**config.mk**
```make
export PLATFORM = sky130hd
export DESIGN_NAME = alu_wb_stage
export DESIGN_NICKNAME = d
export VERILOG_FILES = /design/src/rtl/alu_wb_stage.sv
export SDC_FILE = /design/constraint.sdc
export NUM_CORES = 1
export LEC_CHECK = 0
export CORE_UTILIZATION = 39
export CTS_CLUSTER_SIZE = 10
export DETAILED_ROUTE_END_ITERATION = 10
export GPL_TIMING_DRIVEN = 0
export PLACE_DENSITY = 0.81
export SLEW_MARGIN = 20
export SYNTH_ARGS = -nofsm -noshare
export SYNTH_HDL_FRONTEND = slang
export SYNTH_SLANG_ARGS = --single-unit
```
**constraint.sdc**
```tcl
create_clock -name clk -period 2.43 [get_ports clk]
set_input_delay 0.486 -clock clk [delete_from_list [all_inputs] [get_ports clk]]
set_output_delay 0.486 -clock clk [all_outputs]
set_load 0.05 [all_outputs]
```
**src/rtl/alu_wb_stage.sv**
```systemverilog
`default_nettype none
// ============================================================================
//  Module      : alu_wb_stage
//  Description : ALU issue / write-back stage. Sequences single-cycle and
//                multi-cycle (mul/div) ALU operations, registers the result
//                into the register-file write port and counts upstream
//                stall cycles (saturating).
//                Optional macro ALU_WB_FWD_EN enables the forwarding outputs
//                (registered copy of the write-back port); otherwise the
//                forwarding outputs are tied to zero.
//  Revision    : 1.0 - initial release
// ============================================================================
module alu_wb_stage #(
  parameter int STALL_W = 16
) (
  input  logic               clk,
  input  logic               rst,
  input  logic               in_valid,
  output logic               in_ready,
  input  logic [4:0]         in_sel,
  input  logic [4:0]         in_rd,
  input  logic               in_we,
  output logic [4:0]         alu_sel,
  input  logic [31:0]        alu_dataD,
  input  logic               alu_ready,
  output logic               wb_we,
  output logic [4:0]         wb_rd,
  output logic [31:0]        wb_data,
  output logic               fwd_valid,
  output logic [4:0]         fwd_rd,
  output logic [31:0]        fwd_data,
  output logic [STALL_W-1:0] stall_count
);

  typedef enum logic [1:0] {
    IDLE    = 2'd0,
    MULBUSY = 2'd1,
    BUBBLE  = 2'd2
  } state_t;

  localparam logic [STALL_W-1:0] STALL_ONE = {{(STALL_W-1){1'b0}}, 1'b1};

  state_t             state_q, state_d;
  logic               capture_d;
  logic               wb_we_q;
  logic [4:0]         wb_rd_q;
  logic [31:0]        wb_data_q;
  logic [STALL_W-1:0] stall_q;

  // State register; reset discards any in-flight mul/div operation
  always_ff @(posedge clk) begin
    if (!rst) state_q <= IDLE;
    else      state_q <= state_d;
  end

  // Next-state, handshake and ALU select decode
  always_comb begin
    state_d   = state_q;
    in_ready  = 1'b0;
    capture_d = 1'b0;
    alu_sel   = in_sel;
    case (state_q)
      IDLE: begin
        if (in_valid && !in_sel[4]) begin
          in_ready  = 1'b1;
          capture_d = 1'b1;
        end else if (in_valid && in_sel[4]) begin
          // Entering mul/div: a done flag left over from a prior op is ignored
          state_d = MULBUSY;
        end
      end
      MULBUSY: begin
        if (!in_valid || !in_sel[4]) begin
          // Upstream withdrew the op: abort without capture
          state_d = IDLE;
        end else if (alu_ready) begin
          in_ready  = 1'b1;
          capture_d = 1'b1;
          state_d   = BUBBLE;
        end
      end
      BUBBLE: begin
        // Force bit 4 low for one cycle so the ALU sees a fresh start
        alu_sel = 5'h00;
        state_d = IDLE;
      end
      default: state_d = IDLE;
    endcase
    if (!rst) begin
      in_ready  = 1'b0;
      capture_d = 1'b0;
    end
  end

  // Write-back port: index/data load on capture and hold, strobe is one cycle
  always_ff @(posedge clk) begin
    if (!rst) begin
      wb_we_q   <= 1'b0;
      wb_rd_q   <= 5'd0;
      wb_data_q <= 32'd0;
    end else begin
      wb_we_q <= capture_d && in_we && (in_rd != 5'd0);
      if (capture_d) begin
        wb_rd_q   <= in_rd;
        wb_data_q <= alu_dataD;
      end
    end
  end

  // Saturating count of cycles where upstream is waiting on this stage
  always_ff @(posedge clk) begin
    if (!rst) begin
      stall_q <= '0;
    end else if (in_valid && !in_ready && !(&stall_q)) begin
      stall_q <= stall_q + STALL_ONE;
    end
  end

  assign wb_we       = wb_we_q;
  assign wb_rd       = wb_rd_q;
  assign wb_data     = wb_data_q;
  assign stall_count = stall_q;

`ifdef ALU_WB_FWD_EN
  assign fwd_valid = wb_we_q;
  assign fwd_rd    = wb_rd_q;
  assign fwd_data  = wb_data_q;
`else
  assign fwd_valid = 1'b0;
  assign fwd_rd    = 5'd0;
  assign fwd_data  = 32'd0;
`endif

endmodule
`default_nettype wire
```
==> run summary, run 1 <==
Clock Skew - 0.006401 ns
DR DRC count - 0
die area - 6981 um^2
clock tree buffer depth - 2
VDD IR max - 0.4019 mV
die extent in y - 83.55 um
CTS Buf Count - 5
WL per Instance - 12.44 um
DP Area - 3890 um^2
worst slack at placement - -1.234 ns
Critical-path top delay cell - clkdlybuf4s50_1
Req. time, crit path - 1.94 ns
CP max FO - 1
crit path cell chain - clkdlybuf4s50_1 -> and2_1 -> clkdlybuf4s50_1
Post-Synthesis Cell Area - 2594 um^2
Final Cycle Share - 95.81%
P&R area growth vs syn - 53.64%
RR Endpoint - stall_count[7]$_SDFFE_PN0P_
Setup CP Type - in2out
M1 GR Usage - 24.03%
initial core utilization - 40.62%
Synth top area share - 43.22%
met3 Track Usage GR - 8.704%
Hold Path Class - reg2reg
most common cell after layout, fill and taps aside - clkdlybuf4s50_1
CP dominant cell by count - clkdlybuf4s50_1
TNS Setup - 0 ns
Post-DP HPWL - 5256 um
met2 track demand over resource - 36.59%
max-cap violation count - 0
DR vias - 2,622
number of global-route vias before repair - 2,606
Clock Latency Late Sink - 0.30 ns
crit path from - in_sel[1]
FILL cells - 597
setup slack, reg-to-reg - 0.30 ns
Via density - 4.741
Setup crit end - alu_sel[1]
critical path's top delay family - buffers and inverters
antenna violations before repair - 0
reg-to-reg critical path startpoint - stall_count[0]$_SDFFE_PN0P_
Ys Warns - 0
# IOs - 145
worst reg2reg path depth - 6
CP bufs+invs - 2
leakage - 1.569 nW
design area - 3985 um^2
Max-slew headroom - 61.36%
Post-Route WL - 6879 um
largest net degree at the start of global routing - 18
CTS H-Tree Depth - 2
number of cells on the critical path - 3
Die W - 83.55 um
Cells after Synth - 327
Most used DFF post-synth - dfxtp_1
hold-fix buffers at CTS - 0
1st-pass router iterations - 4
status - complete, no violations
post-route minimum period - 2.328 ns
main area contributors after synthesis - dfxtp_1 (43%), nand2_1 (12%), buf_4 (11%), o21ai_0 (8.3%), or4_1 (3.2%)
final slew viol count - 0
Rows - 29
GRT overflow - 0
first-pass GRT wire length - 12,010 um
most frequent cells in the layout - clkdlybuf4s50_1 (102), nand2_1 (85), dfxtp_1 (56)
Max Freq - 429.5 MHz
setup ws final - 0.1017 ns
CTS tree - built
Avg Inst Size Synth - 7.932 um^2
final hold violations - 0
Antenna Nets Post-Route - 0
Power per Cell Area - 518.8 nW/um^2
Tightest Pin Transition - 0.5748 ns
Final setup viols - 0
GRT Util Overall - 20.87%
Critical Path End Type - output pin
Nets - 523
Netlist cell types - 34
RSZ-0062 raised after global routing - false
sequential share of the synthesized area - 43.22%
core box area - 6386 um^2
CTS clk-pin slew, worst paths - 0.10 ns
Sink Count - 56
EDFF count, synth - 0
n_diodes - 0
Worst setup SP type - primary input
area leader, netlist - dfxtp_1
DRT iter0 DRCs - 77
Root Buffer - clkbuf_8
Worst Path Arrival - 1.84 ns
Worst path max stage delay - 0.79 ns
GR peak layer - met2
Synth Register Bits - 56
Post-CTS Setup Repair Bufs - 0
global placer's final weighted congestion - 0.8672
# port buffers - 106
Post-synth ARST share - 0%
layout cell share with drive strength beyond 1 - 11.13%
## final cells by class
class                           count  area (um^2)  area share (%)
Inverter                            5        18.77          0.4710
Sequential cell                    56         1121           28.13
Timing Repair Buffer              106         1062           26.66
Clock buffer                        6        72.57           1.821
Clock inverter                      2        16.27          0.4082
Buffer                             53        342.8           8.603
Tap cell                           77        96.34           2.418
Multi-Input combinational cell    248         1255           31.49
## cells in the mapped netlist, drive strengths merged (2+ instances only)
cell and number:
a21oi 11, and2 6, and3 4, and4 2, buf 39, clkbuf 16, dfxtp 56, inv 4
mux2i 2, nand2 85, nand2b 3, nand3 6, nand4 7, nor2 3, nor4 5, o211a 3
o21ai 43, o31ai 7, or3 3, or4 11
## logic make-up after synthesis
kind of cell | count (synthesis) | synth area share [%]
AO/OA/AOI/OAI | 68 | 15.00
adder cells (fa/ha/maj) | 1 | 0.4823
buffers and inverters | 60 | 14.23
flip-flops | 56 | 43.22
multiplexers | 2 | 0.7719
other | 1 | 0.1446
AND/OR/NAND/NOR | 139 | 26.15
## worst reg2reg max path: stages, from the launching register on
cell and delay [ns]:
dfxtp_1 0.44, ha_1 0.25, nand4_1 0.18, nor4_2 0.60, buf_2 0.31, nor4_1 0.08
mux2i_1 0.15
## metal layers
metal	share of wire, %	vias up
met5	0	-
met4	0.22	0
met3	10	2
met2	49	104
met1	40	1179
li1	-	1337
## stage by stage
| stage | power (mW) | utilization, % | hold slack [ns] | cells |
|---|---|---|---|---|
| after floorplan | 1.390 | - | 0.4536 | 364 |
| after global placement | 1.572 | 60.91 | 0.4419 | 547 |
| after detailed placement | 1.578 | 60.91 | 0.4497 | 547 |
| after CTS | 2.093 | 62.40 | 0.4654 | 554 |
| after global routing | 2.167 | 62.40 | 0.4894 | 553 |
| final | 2.068 | 62.40 | 0.4614 | 553 |
## sequential cells by signal (all words and copies together), names as in the netlist
register	cells
stall_count	16
state_q	2
wb_data	32
wb_rd	5
wb_we	1
## power breakdown
part	internal [mW]	switching [mW]	total, mW
clock	0.206	0.303	0.509
sequential	0.956	0.0223	0.978
combinational	0.202	0.379	0.580
total	1.36	0.704	2.07
## repair_timing
action	CTS	global route
resized for setup	12	3
endpoints found under the hold margin	0	0
pin swaps	1	0
cloned	0	0
endpoints found under the setup margin	2	1
## worst min-delay path by stage
stage | endpoint | startpoint | cells after the start | slack, ns
after floorplan | state_q[1]$_SDFFE_PN0P_ | state_q[0]$_SDFFE_PN0P_ | 2 | 0.45
after global placement | wb_data[25]$_SDFFE_PN0P_ | wb_data[25]$_SDFFE_PN0P_ | 2 | 0.44
after detailed placement | wb_data[19]$_SDFFE_PN0P_ | wb_data[19]$_SDFFE_PN0P_ | 2 | 0.45
after CTS | wb_rd[3]$_SDFFE_PN0P_ | wb_rd[3]$_SDFFE_PN0P_ | 2 | 0.47
after global routing | wb_data[2]$_SDFFE_PN0P_ | wb_data[2]$_SDFFE_PN0P_ | 2 | 0.49
final | wb_data[4]$_SDFFE_PN0P_ | wb_data[4]$_SDFFE_PN0P_ | 2 | 0.46
Note: power is estimated with default switching activity, not from simulation.
==> run 2, diff against run 1 <==
--- a/config.mk
+++ b/config.mk
@@ -5,6 +5,7 @@
 export SDC_FILE = /design/constraint.sdc
 export NUM_CORES = 1
 export LEC_CHECK = 0
+export CORE_ASPECT_RATIO = 1.25
 export CORE_UTILIZATION = 39
 export CTS_CLUSTER_SIZE = 10
 export DETAILED_ROUTE_END_ITERATION = 10
@@ -14,3 +15,4 @@
 export SYNTH_ARGS = -nofsm -noshare
 export SYNTH_HDL_FRONTEND = slang
 export SYNTH_SLANG_ARGS = --single-unit
+export TNS_END_PERCENT = 20
==> run 2 against run 1 <==
  * Count of clock-buffer cells in the layout unchanged
  * Combinational power about the same
  * Sequential power about the same
  * Sequential share of layout area down 0.053 points
  * Non-clock buffer count unchanged
  * Clock power up 2%
  * Cell count up 1.4%
  * Wire length down 2.9%
  * Worst setup slack worse by 0.0020 ns
  * Global-route usage down 1.2 points
  * First-iteration DRC count down 7.8%
  * Critical endpoint is now alu_sel[3]
  * Largest cell class unchanged
==> run summary, run 2 (synthesized netlist as in run 1, its figures left out) <==
die area - 6983 um^2 (was 6981 um^2)
P&R area growth vs syn - 53.93% (was 53.64%)
Tightest Pin Transition - 0.6106 ns (was 0.5748 ns)
GRT overflow - 0 (unchanged)
reg-to-reg critical path startpoint - stall_count[0]$_SDFFE_PN0P_ (unchanged)
Via density - 4.674 (was 4.741)
hold path cells - 2 (unchanged)
Post-Route WL - 6680 um (was 6879 um)
Sink Count - 56 (unchanged)
Req. time, crit path - 1.94 ns (about the same)
Largest register FFs - 32 (unchanged)
max-cap violation count - 0 (unchanged)
final hold violations - 0 (unchanged)
Critical Path End Type - output pin (unchanged)
number of global-route vias before repair - 2,443 (was 2,606)
antenna violations before repair - 0 (unchanged)
Final Cycle Share - 95.89% (was 95.81%)
Post-DP HPWL - 5245 um (was 5256 um)
# port buffers - 106 (unchanged)
CP max FO - 1 (unchanged)
Final setup viols - 0 (unchanged)
WHS - 0.4625 ns (was 0.4614 ns)
Die W - 74.94 um (was 83.55 um)
die extent in y - 93.18 um (was 83.55 um)
GRT Util Overall - 19.63% (was 20.87%)
Nets - 523 (unchanged)
WL per Instance - 11.91 um (was 12.44 um)
Rows - 32 (was 29)
1st-pass router iterations - 4 (unchanged)
worst reg2reg path depth - 6 (unchanged)
first-pass GRT wire length - 10,740 um (was 12,010 um)
Power per Cell Area - 520.2 nW/um^2 (was 518.8 nW/um^2)
multi-input logic area - 1252 um^2 (was 1255 um^2)
CTS H-Tree Depth - 2 (unchanged)
final std cells w/o fill - 561 (was 553)
hold-fix buffers at CTS - 0 (unchanged)
core box area - 6286 um^2 (was 6386 um^2)
CTS tree - built (unchanged)
Max-slew headroom - 58.95% (was 61.36%)
most frequent cells in the layout - clkdlybuf4s50_1 (104), nand2_1 (85), dfxtp_1 (56) (was clkdlybuf4s50_1 (102), nand2_1 (85), dfxtp_1 (56))
Max Freq - 429.1 MHz (was 429.5 MHz)
Clock Skew - 0.01039 ns (was 0.006401 ns)
leakage - 1.556 nW (was 1.569 nW)
Worst Path Arrival - 1.84 ns (about the same)
Post-CTS Setup Repair Bufs - 0 (unchanged)
largest net degree at the start of global routing - 19 (was 18)
Root Buffer - clkbuf_8 (unchanged)
DR DRC count - 0 (unchanged)
Worst setup SP type - primary input (unchanged)
FILL cells - 567 (was 597)
layout cell share with drive strength beyond 1 - 10.92% (was 11.13%)
post-route minimum period - 2.330 ns (was 2.328 ns)
Clock Latency Late Sink - 0.31 ns (was 0.30 ns)
n_diodes - 0 (unchanged)
clock tree buffer depth - 2 (unchanged)
setup slack, reg-to-reg - 0.28 ns (was 0.30 ns)
DR vias - 2,622 (unchanged)
DRT iter0 DRCs - 71 (was 77)
placed cells - 555 (was 547)
most common cell after layout, fill and taps aside - clkdlybuf4s50_1 (unchanged)
# IOs - 145 (unchanged)
status - complete, no violations (unchanged)
Setup CP Type - in2out (unchanged)
final slew viol count - 0 (unchanged)
CTS clk-pin slew, worst paths - 0.11 ns (was 0.10 ns)
Worst Hold Path EP - wb_data[3]$_SDFFE_PN0P_ (was wb_data[4]$_SDFFE_PN0P_)
VDD IR max - 0.3909 mV (was 0.4019 mV)
Hold Path Class - reg2reg (unchanged)
initial core utilization - 41.26% (was 40.62%)
RSZ-0062 raised after global routing - false (unchanged)
global placer's final weighted congestion - 0.8294 (was 0.8672)
FF+latch area - 1121 um^2 (unchanged)
RR Endpoint - stall_count[6]$_SDFFE_PN0P_ (was stall_count[7]$_SDFFE_PN0P_)
CTS Buf Count - 5 (unchanged)
HP Start - wb_data[3]$_SDFFE_PN0P_ (was wb_data[4]$_SDFFE_PN0P_)
Antenna Nets Post-Route - 0 (unchanged)
==> run 2: cell count changes in the layout (fill, tap and decap cells not counted), sizes merged <==
cell	delta
clkdlybuf4s50	+2
dlymetal6s2s	-2
inv	+2
clkinvlp	-1
clkinv	-1
==> run 2: critical path, stage by stage <==
cell             delay, ns
clkdlybuf4s50_1       0.44
and2_1                0.11
clkdlybuf4s50_1       0.80
==> run 2: metrics by stage <==
stage / instance area (um^2) / TNS, ns / setup WS [ns] / util (%) / total power [mW]
2_1_floorplan: 2733 / 0 / 0.1972 / - / 1.390
3_3_place_gp: 3900 / -1.864 / -1.122 / 62.04 / 1.572
3_5_place_dp: 3900 / -2.498 / -1.155 / 62.04 / 1.577
4_1_cts: 3996 / 0 / 0.03100 / 63.57 / 2.095
5_1_grt: 3993 / 0 / 0.02019 / 63.52 / 2.164
6_report: 3993 / 0 / 0.09976 / 63.52 / 2.077
==> run 2: power breakdown <==
| group | total [mW] | internal [mW] | switching (mW) | leakage (nW) |
|---|---|---|---|---|
| logic | 0.579 | 0.202 | 0.377 | 1.05 |
| registers | 0.978 | 0.956 | 0.0223 | 0.456 |
| clock network | 0.519 | 0.212 | 0.307 | 0.0462 |
==> run 2: worst max path at each step <==
stage	to	startpoint	depth (start not counted)	slack, ns
6_report	alu_sel[3]	in_sel[3]	3	0.1
4_1_cts	in_ready	rst	5	0.03
3_3_place_gp	in_ready	rst	6	-1.12
3_5_place_dp	in_ready	rst	6	-1.15
5_1_grt	alu_sel[3]	state_q[0]$_SDFFE_PN0P_	3	0.02
2_1_floorplan	in_ready	rst	4	0.20
==> run 2: layout make-up <==
cell class              instances  area share [%]
well taps                      85           2.664
repair buffers                106           26.57
plain buffers                  53           8.587
inverters                       5          0.4701
clock inverters                 2          0.4387
flip-flops and latches         56           28.08
multi-input cells             248           31.37
clock buffers                   6           1.818
==> run 2: per-layer routing <==
layer | global-route usage [%] | part of all wire, %
met1 | 21.43 | 38
met2 | 34.16 | 52
met3 | 8.836 | 10
met4 | 4.403 | 0.54
met5 | 0 | 0
==> run 2: timing repair <==
action | CTS | global route
gates resized for setup | 12 | 1
pin swaps | 0 | 1
endpoints found under the setup margin | 2 | 1
==> run 3, diff against run 2 <==
--- a/config.mk
+++ b/config.mk
@@ -5,8 +5,10 @@
 export SDC_FILE = /design/constraint.sdc
 export NUM_CORES = 1
 export LEC_CHECK = 0
+export ABC_AREA = 1
+export CAP_MARGIN = 20
 export CORE_ASPECT_RATIO = 1.25
-export CORE_UTILIZATION = 39
+export CORE_UTILIZATION = 40
 export CTS_CLUSTER_SIZE = 10
 export DETAILED_ROUTE_END_ITERATION = 10
 export GPL_TIMING_DRIVEN = 0
==> run 3 against run 2 <==
  * Via count is 4.3% higher
  * Worst hold slack improved by 0.0044 ns
  * Global-route usage fell by 0.91 points
  * Clock power is essentially flat
  * Non-clock buffer count unchanged
  * Worst setup slack got worse by 0.054 ns
  * Sequential power up 0.8%
  * Die area is 3.6% higher
  * Combinational power rose by 7.8%
  * Cell count increased by 13%
  * Design area increased by 3.9%
  * Clock skew shrank 0.00087 ns
==> run summary, run 3 <==
CP max FO - 1 (unchanged)
Post-synth ARST share - 0% (unchanged)
first-pass GRT wire length - 10,990 um (was 10,740 um)
Post-CTS Setup Repair Bufs - 0 (unchanged)
max-cap violation count - 0 (unchanged)
most frequent cells in the layout - nand2_1 (138), clkdlybuf4s50_1 (100), dfxtp_1 (56) (was clkdlybuf4s50_1 (104), nand2_1 (85), dfxtp_1 (56))
Hold Path Class - reg2reg (unchanged)
Max Freq - 419.4 MHz (was 429.1 MHz)
sequential share of the synthesized area - 40.65% (was 43.22%)
Avg Inst Size Synth - 6.964 um^2 (was 7.932 um^2)
clock tree buffer depth - 2 (unchanged)
critical path's top delay family - buffers and inverters (unchanged)
Setup CP Type - in2out (unchanged)
VDD IR max - 0.3580 mV (was 0.3909 mV)
WL per Instance - 10.27 um (was 11.91 um)
Final setup viols - 0 (unchanged)
Critical Path End Type - output pin (unchanged)
layout cell share with drive strength beyond 1 - 12.09% (was 10.92%)
P&R area growth vs syn - 50.41% (was 53.93%)
DRT iter0 DRCs - 77 (was 71)
1st-pass router iterations - 4 (unchanged)
Clock Latency Late Sink - 0.31 ns (about the same)
WHS - 0.4669 ns (was 0.4625 ns)
CTS clk-pin slew, worst paths - 0.10 ns (was 0.11 ns)
core box area - 6606 um^2 (was 6286 um^2)
die area - 7232 um^2 (was 6983 um^2)
# port buffers - 105 (was 106)
Post-Route WL - 6499 um (was 6680 um)
number of global-route vias before repair - 2,585 (was 2,443)
EDFF count, synth - 0 (unchanged)
Via density - 4.321 (was 4.674)
CP bufs+invs - 3 (was 2)
post-route minimum period - 2.384 ns (was 2.330 ns)
RSZ-0062 raised after global routing - false (unchanged)
final std cells w/o fill - 633 (was 561)
Tightest Pin Transition - 0.5551 ns (was 0.6106 ns)
status - complete, no violations (unchanged)
CP dominant cell by count - clkdlybuf4s50_1 (unchanged)
Most used DFF post-synth - dfxtp_1 (unchanged)
antenna violations before repair - 0 (unchanged)
leakage - 1.972 nW (was 1.556 nW)
Post-Synthesis Cell Area - 2758 um^2 (was 2594 um^2)
Largest register FFs - 32 (unchanged)
die extent in y - 94.83 um (was 93.18 um)
CTS Buf Count - 5 (unchanged)
Final Cycle Share - 98.13% (was 95.89%)
Nets - 593 (was 523)
Req. time, crit path - 1.94 ns (about the same)
most common cell after layout, fill and taps aside - nand2_1 (was clkdlybuf4s50_1)
crit path cell chain - clkdlybuf4s50_1 -> inv_1 -> nor2_1 -> clkdlybuf4s50_1 (was clkdlybuf4s50_1 -> and2_1 -> clkdlybuf4s50_1)
total chip power - 2.129 mW (was 2.077 mW)
Critical-path top delay cell - clkdlybuf4s50_1 (unchanged)
most common cell in the netlist - nand2_1 (unchanged)
Worst path max stage delay - 0.82 ns (was 0.80 ns)
final hold violations - 0 (unchanged)
setup ws final - 0.04554 ns (was 0.09976 ns)
Power per Cell Area - 513.4 nW/um^2 (was 520.2 nW/um^2)
DR vias - 2,735 (was 2,622)
GRT overflow - 0 (unchanged)
Post-DP HPWL - 5310 um (was 5245 um)
Worst setup SP type - primary input (unchanged)
DR DRC count - 0 (unchanged)
Die W - 76.27 um (was 74.94 um)
Synth top area share - 40.65% (was 43.22%)
CTS tree - built (unchanged)
Antenna Nets Post-Route - 0 (unchanged)
final slew viol count - 0 (unchanged)
Commonest cells post-synth - nand2_1 (138), dfxtp_1 (56), nand3_1 (45), buf_4 (39), nor2_1 (34) (was nand2_1 (85), dfxtp_1 (56), o21ai_0 (43), buf_4 (38), clkbuf_1 (16))
Max-slew headroom - 62.88% (was 58.95%)
GRT Util Overall - 18.73% (was 19.63%)
main area contributors after synthesis - dfxtp_1 (41%), nand2_1 (19%), buf_4 (11%), nand3_1 (8.2%), nor2_1 (4.6%) (was dfxtp_1 (43%), nand2_1 (12%), buf_4 (11%), o21ai_0 (8.3%), or4_1 (3.2%))
Netlist cell types - 25 (was 34)
worst slack at placement - -0.6485 ns (was -1.155 ns)
Cells after Synth - 396 (was 327)
Final Util - 62.78% (was 63.52%)
n_diodes - 0 (unchanged)
Ys Warns - 0 (unchanged)
# IOs - 145 (unchanged)
global placer's final weighted congestion - 0.8700 (was 0.8294)
Worst Path Arrival - 1.90 ns (was 1.84 ns)
largest net degree at the start of global routing - 19 (unchanged)
area leader, netlist - dfxtp_1 (unchanged)
CTS H-Tree Depth - 2 (unchanged)
Clock Skew - 0.009520 ns (was 0.01039 ns)
Synth Register Bits - 56 (unchanged)
Rows - 33 (was 32)
initial core utilization - 41.74% (was 41.26%)
placed cells - 625 (was 555)
Root Buffer - clkbuf_8 (unchanged)
Sink Count - 56 (unchanged)
[run 3: logic make-up after synthesis]
logic type	synth area share [%]
and+or+nand+nor	35.07
adders and majority gates	0.4536
other	0.1360
AOI/OAI and AO/OA	3.811
DFF	40.65
buffers and inverters	17.97
xor gates and xnor gates	1.906
[run 3: timing repair]
item	in CTS	in global routing
endpoints found under the setup margin	2	2
hold buffers	0	0
endpoints found under the hold margin	0	0
gates resized for setup	8	2
[run 3: area by class of cell]
cell class / count / area, um^2
plain buffers: 54 / 390.4
repair buffers: 105 / 1051
flip-flops and latches: 56 / 1121
multi-input cells: 295 / 1280
well taps: 87 / 108.9
fillers: 614 / 2459
clock buffers: 5 / 68.82
clock inverters: 3 / 22.52
inverters: 28 / 105.1
[run 3: stage by stage]
step | TNS, ns | area (um^2)
floorplan | 0 | 2897
detailed placement | -0.6631 | 4056
global placement | -0.6370 | 4056
finish | 0 | 4148
global route | 0 | 4148
CTS | 0 | 4143
[run 3: final timing paths]
| path | start | to | slack, ns | cells after the start |
|---|---|---|---|---|
| max reg2reg | stall_count[1]$_SDFFE_PN0P_ | stall_count[11]$_SDFFE_PN0P_ | 0.81 | 8 |
| min | wb_data[28]$_SDFFE_PN0P_ | wb_data[28]$_SDFFE_PN0P_ | 0.47 | 2 |
| max | in_sel[3] | alu_sel[3] | 0.05 | 4 |
| min reg2reg | wb_data[28]$_SDFFE_PN0P_ | wb_data[28]$_SDFFE_PN0P_ | 0.47 | 2 |
[run 3: tightest hold or removal path, cell delays in order, from the launching register on]
cell     delay (ns)
dfxtp_1        0.32
nand3_1        0.07
nand2_1        0.04
[run 3: power by group]
part	internal (mW)	switching, mW	total (mW)
sequential	0.959	0.0263	0.986
clock	0.207	0.312	0.520
combinational	0.218	0.405	0.624
[run 3: per-layer routing]
metal,global-route usage [%],share of wire (%)
met5,0,0
met4,6.410,1.1
met3,8.213,12
met2,35.66,49
met1,17.92,38
